### src/rtl/decoder_nto2n_seq.sv
// Registered N-to-2^N one-hot decoder with valid/ready input and an optional sweep sequencer.
// Define DECODER_SCAN_EN to build the scan sequencer (SCAN/DONE states, code and dwell counters).
module decoder_nto2n_seq #(
    parameter int unsigned N     = 3,
    parameter int unsigned DWELL = 4
) (
    input  logic              clk,
    input  logic              reset,
    input  logic              in_valid,
    output logic              in_ready,
    input  logic [N-1:0]      in_addr,
    input  logic              scan_start,
    output logic              scan_busy,
    output logic              scan_done,
    output logic [2**N-1:0]   D,
    output logic              out_valid
);
    localparam int unsigned NumOut = 2 ** N;

    logic [NumOut-1:0] d_q, d_d;
    logic              out_valid_q, out_valid_d;

    assign D         = d_q;
    assign out_valid = out_valid_q;

`ifdef DECODER_SCAN_EN
    localparam int unsigned DW = (DWELL > 1) ? $clog2(DWELL) : 1;
    localparam logic [DW-1:0] DwellLast = DW'(DWELL - 1);
    localparam logic [N-1:0]  CodeLast  = {N{1'b1}};

    typedef enum logic [1:0] {StIdle, StScan, StDone} state_e;

    state_e        state_q, state_d;
    logic [DW-1:0] dwell_q, dwell_d;
    logic [N-1:0]  code_q, code_d;
    logic [N-1:0]  code_inc;

    assign code_inc = code_q + 1'b1;

    always_ff @(posedge clk) begin
        if (reset) begin
            state_q     <= StIdle;
            dwell_q     <= '0;
            code_q      <= '0;
            d_q         <= '0;
            out_valid_q <= 1'b0;
        end else begin
            state_q     <= state_d;
            dwell_q     <= dwell_d;
            code_q      <= code_d;
            d_q         <= d_d;
            out_valid_q <= out_valid_d;
        end
    end

    always_comb begin
        state_d     = state_q;
        dwell_d     = dwell_q;
        code_d      = code_q;
        d_d         = d_q;
        out_valid_d = 1'b0;
        unique case (state_q)
            StIdle: begin
                // scan_start wins; in_ready is low so the address stays pending
                if (scan_start) begin
                    state_d     = StScan;
                    code_d      = '0;
                    dwell_d     = '0;
                    d_d         = NumOut'(1);
                    out_valid_d = 1'b1;
                end else if (in_valid) begin
                    d_d          = '0;
                    d_d[in_addr] = 1'b1;
                    out_valid_d  = 1'b1;
                end
            end
            StScan: begin
                if (dwell_q == DwellLast) begin
                    if (code_q == CodeLast) begin
                        state_d = StDone;
                        d_d     = '0;
                    end else begin
                        code_d           = code_inc;
                        dwell_d          = '0;
                        d_d              = '0;
                        d_d[code_inc]    = 1'b1;
                        out_valid_d      = 1'b1;
                    end
                end else begin
                    dwell_d = dwell_q + 1'b1;
                end
            end
            StDone: state_d = StIdle;
            default: state_d = StIdle;
        endcase
    end

    always_comb begin
        in_ready  = (state_q == StIdle) && !scan_start;
        scan_busy = (state_q == StScan);
        scan_done = (state_q == StDone);
    end
`else
    logic unused_scan_start;
    assign unused_scan_start = scan_start;

    always_ff @(posedge clk) begin
        if (reset) begin
            d_q         <= '0;
            out_valid_q <= 1'b0;
        end else begin
            d_q         <= d_d;
            out_valid_q <= out_valid_d;
        end
    end

    always_comb begin
        d_d         = d_q;
        out_valid_d = 1'b0;
        if (in_valid) begin
            d_d          = '0;
            d_d[in_addr] = 1'b1;
            out_valid_d  = 1'b1;
        end
    end

    always_comb begin
        in_ready  = 1'b1;
        scan_busy = 1'b0;
        scan_done = 1'b0;
    end
`endif

endmodule

### config.mk
export PLATFORM = sky130hd
export DESIGN_NAME = decoder_nto2n_seq
export DESIGN_NICKNAME = d
export VERILOG_FILES = /design/src/rtl/decoder_nto2n_seq.sv
export SDC_FILE = /design/constraint.sdc
export NUM_CORES = 1
export LEC_CHECK = 0
export ABC_AREA = 1
export BUFFER_PORTS_ARGS = -buffer_cell sky130_fd_sc_hd__buf_2
export CORE_AREA = 2 2 39 41
export CTS_CLUSTER_SIZE = 8
export DETAILED_ROUTE_END_ITERATION = 16
export DIE_AREA = 0 0 41 43
export GPL_ROUTABILITY_DRIVEN = 1
export RECOVER_POWER = 100
export SETUP_SLACK_MARGIN = 0.1
export SKIP_CTS_REPAIR_TIMING = 1
export SYNTH_ARGS = -nofsm -noshare
export SYNTH_HDL_FRONTEND = slang
export SYNTH_SLANG_ARGS = --single-unit
### constraint.sdc
create_clock -name clk -period 0.8 [get_ports clk]
set_clock_uncertainty 0.1 [all_clocks]
set_input_delay 0.08 -clock clk [delete_from_list [all_inputs] [get_ports clk]]
set_output_delay 0.08 -clock clk [all_outputs]
set_load 0.005 [all_outputs]
==> flow_summary.ini, run 1 <==
[logic_synthesis]
synth_cell_types = 11
synth_top_area_share = 0.4706
postSynthCellCount = 51
yosys_warnings = 0
syn_area_per_cell_um2 = 7.507
synthTopCellsByArea = dfxtp_1 47%, nand2_1 18%, a21oi_2 9.2%
syn_area_um2 = 382.9
ys_ff_latch = 9
synth_top_area_cell = dfxtp_1
synth_seq_area_share = 0.4706

[timing]
period_minus_slack_ns = 0.8759
fin_hold_ws_ns = 0.01367
setup_viol = 9
rsz0062_at_grt = true
max_freq_mhz = 1142
timing.final.ws_setup_ns = -0.07585
finalCritPeriodShare = 1.095
setup_tns_ns = -0.6145
drv_slew = 0
hold_viol_final = 0

[power_and_ir_drop]
p_total_w = 0.0009090
p_leak_nw = 0.2360
p_per_area_nw_per_um2 = 1803
vdd_ir_drop_max_mv = 0.9839

[worst_setup_path]
crit_slowest_cell = dfxtp_2
path_cells = buf_2
endpoint_kind = output pin
path_delay_family = flip-flops
max_stage_delay_ns = 0.32
cp.required_ns = 0.62
critPathMaxFanout = 2
crit_buf_inv = 1
crit_arrival_ns = 0.70
startpoint_type = register
critPathKind = reg -> out

[run]
cap_violations = 0

[die]
core_um2 = 1384
start_util = 0.2767
ios = 19
die_h_um = 43
die_w_um = 41
fp.dieArea_um2 = 1763
rows = 14

[grt]
overflow = 0
grt.total_usage = 0.09677
grt_pass1_wl_mm = 1.104
antenna_found_initial = 0
grt_pass1_vias = 280
grt_max_degree = 11

[final_layout]
layout_common_cells = 17 x nand2_1, 12 x buf_2, 8 x dfxtp_2
layout_commonest_cell = nand2_1
syn_to_final_growth_pct = 31.70
diodes = 0
drive_gt1_frac = 0.5000
fillCellCount = 153
fin_nets = 74
layoutNonFillerInstCount = 82

[routing]
wire_per_inst_um = 9.317
first_iter_violations = 15
via_per_inst = 4.195
vias = 344
ant_nets = 0
drc = 0
drt_wl_total_um = 764
drtPass1Iterations = 3

[placed_design]
place_ws_ns = 0.03641
port_buffers = 14
placed_cells = 78
hpwl_um = 545.2
globalplace.congestion = 0.7292

[clocking]
cts_tree = built
cts_made_buffers = 3
cts_root_buf = clkbuf_4
clock-sinks = 9
ctsLongestPathBuffers = 2
htree_levels = 1
cts.reportedPaths.clkPinSlew_ns = 0.06
clkLatencyLatePin_ns = 0.26

[status]
run_status = finished with violations
violations = negative setup slack

[hold_path]
hold_class = in -> reg
-- registers in the layout (all words and copies together) (netlist names) --
name and cells:
out_valid 1, D 8
-- routing by layer --
metal / wire length (um) / share of wire / vias up / global-route usage
met5: 0 / 0 / - / 0
met4: 19 / 0.025 / 0 / 0.06000
met3: 67 / 0.088 / 5 / 0.06283
li1: - / - / 178 / -
met1: 323 / 0.42 / 149 / 0.1270
met2: 354 / 0.46 / 12 / 0.1125
-- layout make-up --
class                      instances  area [um2]  share of cell area
clock buffer                       4       26.28             0.05211
tap                               16       20.02             0.03970
sequential                         9       190.2              0.3772
multi-input combinational         34       166.4              0.3300
timing repair buffer              14       82.58              0.1638
inverter                           5       18.77             0.03722
-- where the power goes --
part           leakage (nW)  switching, W  internal [W]
Sequential           0.0770    0.00000540      0.000462
Combinational         0.144     0.0000566     0.0000353
Clock                0.0150      0.000157      0.000192
-- worst paths after layout --
kind	endpoint	cells after the start	startpoint	slack (ns)
worst min register to register	D[5]	2	D[5]	0.36
worst max-delay path	D[0]	1	D[0]	-0.08
worst max register to register	D[1]	2	D[1]	0.11
worst min-delay path	D[4]	2	reset	0.01
-- synthesized netlist by cell type --
cell / number
inv_2: 2
a21oi_1: 4
inv_1: 3
nand2_1: 18
a21oi_2: 4
nor2_4: 1
dfxtp_1: 9
conb_1: 2
nor2_1: 4
buf_4: 3
buf_2: 1
-- metrics by stage --
stage | area (um2) | util
floorplan | 386.6 | -
global placement | 449.2 | 0.3246
detailed placement | 449.2 | 0.3246
CTS | 475.5 | 0.3436
global route | 504.2 | 0.3644
finish | 504.2 | 0.3644
-- cell families after synthesis --
logic type | count (synthesis) | synth area share
and+or+nand+nor | 23 | 0.2451
DFF | 9 | 0.4706
buffers and inverters | 9 | 0.1209
AOI/OAI and AO/OA | 8 | 0.1438
other | 2 | 0.01962
Note: power is estimated with default switching activity, not from simulation.
==> inputs of run 2 (changes only) <==
- ABC_CLOCK_PERIOD_IN_PS: not set -> 1000
- clock period: 0.8 -> 1 ns (I/O delays scaled with it)
==> flow_summary.ini, run 2 (synthesis gave the netlist of run 1 again) <==
[timing]
setup_tns_ns = 0
fin_hold_ws_ns = 0.02315
hold_viol_final = 0
finalCritPeriodShare = 0.9122
max_freq_mhz = 1096
setup_viol = 0
period_minus_slack_ns = 0.9122
drv_slew = 0
rsz0062_at_grt = true

[power_and_ir_drop]
p_leak_nw = 0.2302
comb_power_share = 0.097
p_clk_frac = 0.386
p_sw_frac = 0.2388
p_sw_w = 0.0001722
vdd_ir_drop_max_mv = 0.7866
internal_power_w = 0.0005489
p_per_area_nw_per_um2 = 1501
seqPwrFrac = 0.517
p_total_w = 0.0007210

[routing]
ant_nets = 0
wire_per_inst_um = 9.110
via_per_inst = 4.171
drtPass1Iterations = 2
vias = 342
drt_wl_total_um = 747
first_iter_violations = 11
drc = 0

[clocking]
htree_levels = 1
cts_tree = built
ctsLongestPathBuffers = 2
cts.reportedPaths.clkPinSlew_ns = 0.06
clock-sinks = 9
cts_root_buf = clkbuf_4
cts_made_buffers = 3
clkLatencyLatePin_ns = 0.26

[final_layout]
multi_input_area_um2 = 156.4
diodes = 0
layout_common_cells = 18 x nand2_1, 12 x buf_2, 9 x dfxtp_1
layout_commonest_cell = nand2_1
fillCellCount = 159
layoutNonFillerInstCount = 82
largest_reg_flops = 8
drive_gt1_frac = 0.3333
fin_nets = 74
ff_latch_area_um2 = 180.2
syn_to_final_growth_pct = 25.49

[die]
ios = 19
core_um2 = 1384
die_h_um = 43
die_w_um = 41
rows = 14
fp.dieArea_um2 = 1763
start_util = 0.2767

[placed_design]
placed_cells = 78
globalplace.congestion = 0.7287
port_buffers = 14
hpwl_um = 545.2

[worst_setup_path]
critPathKind = reg -> out
crit_buf_inv = 1
cp.required_ns = 0.80
endpoint_kind = output pin
crit_slowest_cell = dfxtp_1
path_cells = clkbuf_4
startpoint_type = register
critPathMaxFanout = 2
path_delay_family = flip-flops
max_stage_delay_ns = 0.32
rrSetupSlack_ns = 0.28
crit_arrival_ns = 0.71

[grt]
grt_pass1_wl_mm = 1.104
antenna_found_initial = 0
grt_pass1_vias = 280
overflow = 0
grt_max_degree = 11
grt.total_usage = 0.09677

[hold_path]
hold_class = in -> reg

[status]
run_status = finished clean

[run]
cap_violations = 0
## run 2: cell count changes in the layout (fill, tap and decap cells not counted)
cell / change
dfxtp_1: +8
dfxtp_2: -8
a21oi_1: +2
a21oi_2: -2
buf_6: -1
clkbuf_4: +1
nand2_1: +1
nand2_2: -1
## run 2: layer usage
| metal | global-route usage | routed length [um] |
|---|---|---|
| met4 | 0.06000 | 21 |
| met1 | 0.1270 | 329 |
| met2 | 0.1125 | 326 |
| met3 | 0.06283 | 70 |
| met5 | 0 | 0 |
## run 2: area by class of cell
cell class / count / area share
Sequential cell: 9 / 0.3750
Inverter: 5 / 0.03906
Timing Repair Buffer: 14 / 0.1641
Multi-Input combinational cell: 34 / 0.3255
Clock buffer: 4 / 0.05469
Tap cell: 16 / 0.04167
## run 2: stage by stage
stage	instance area [um2]	setup WS, ns	utilization
2_1_floorplan	386.6	0.3337	-
3_3_place_gp	449.2	0.2277	0.3246
3_5_place_dp	449.2	0.2164	0.3246
4_1_cts	475.5	0.07645	0.3436
5_1_grt	480.5	0.05453	0.3472
6_report	480.5	0.08784	0.3472
## run 2: worst paths after layout
kind	from	endpoint	cells after the start
setup / recovery	D[7]	D[7]	1
hold / removal	reset	D[0]	2
setup reg to reg	D[2]	D[2]	2
hold reg to reg	D[5]	D[5]	2
## run 2: power by group through the flow
| stage | clock, W | combinational (W) | sequential [W] |
|---|---|---|---|
| 5_1_grt | 0.000308 | 0.0000793 | 0.000373 |
| 6_report | 0.000278 | 0.0000702 | 0.000373 |
| 3_5_place_dp | 0 | 0.0000708 | 0.000380 |
| 3_3_place_gp | 0 | 0.0000694 | 0.000380 |
| 4_1_cts | 0.000299 | 0.0000710 | 0.000372 |
| 2_1_floorplan | 0 | 0.0000485 | 0.000382 |
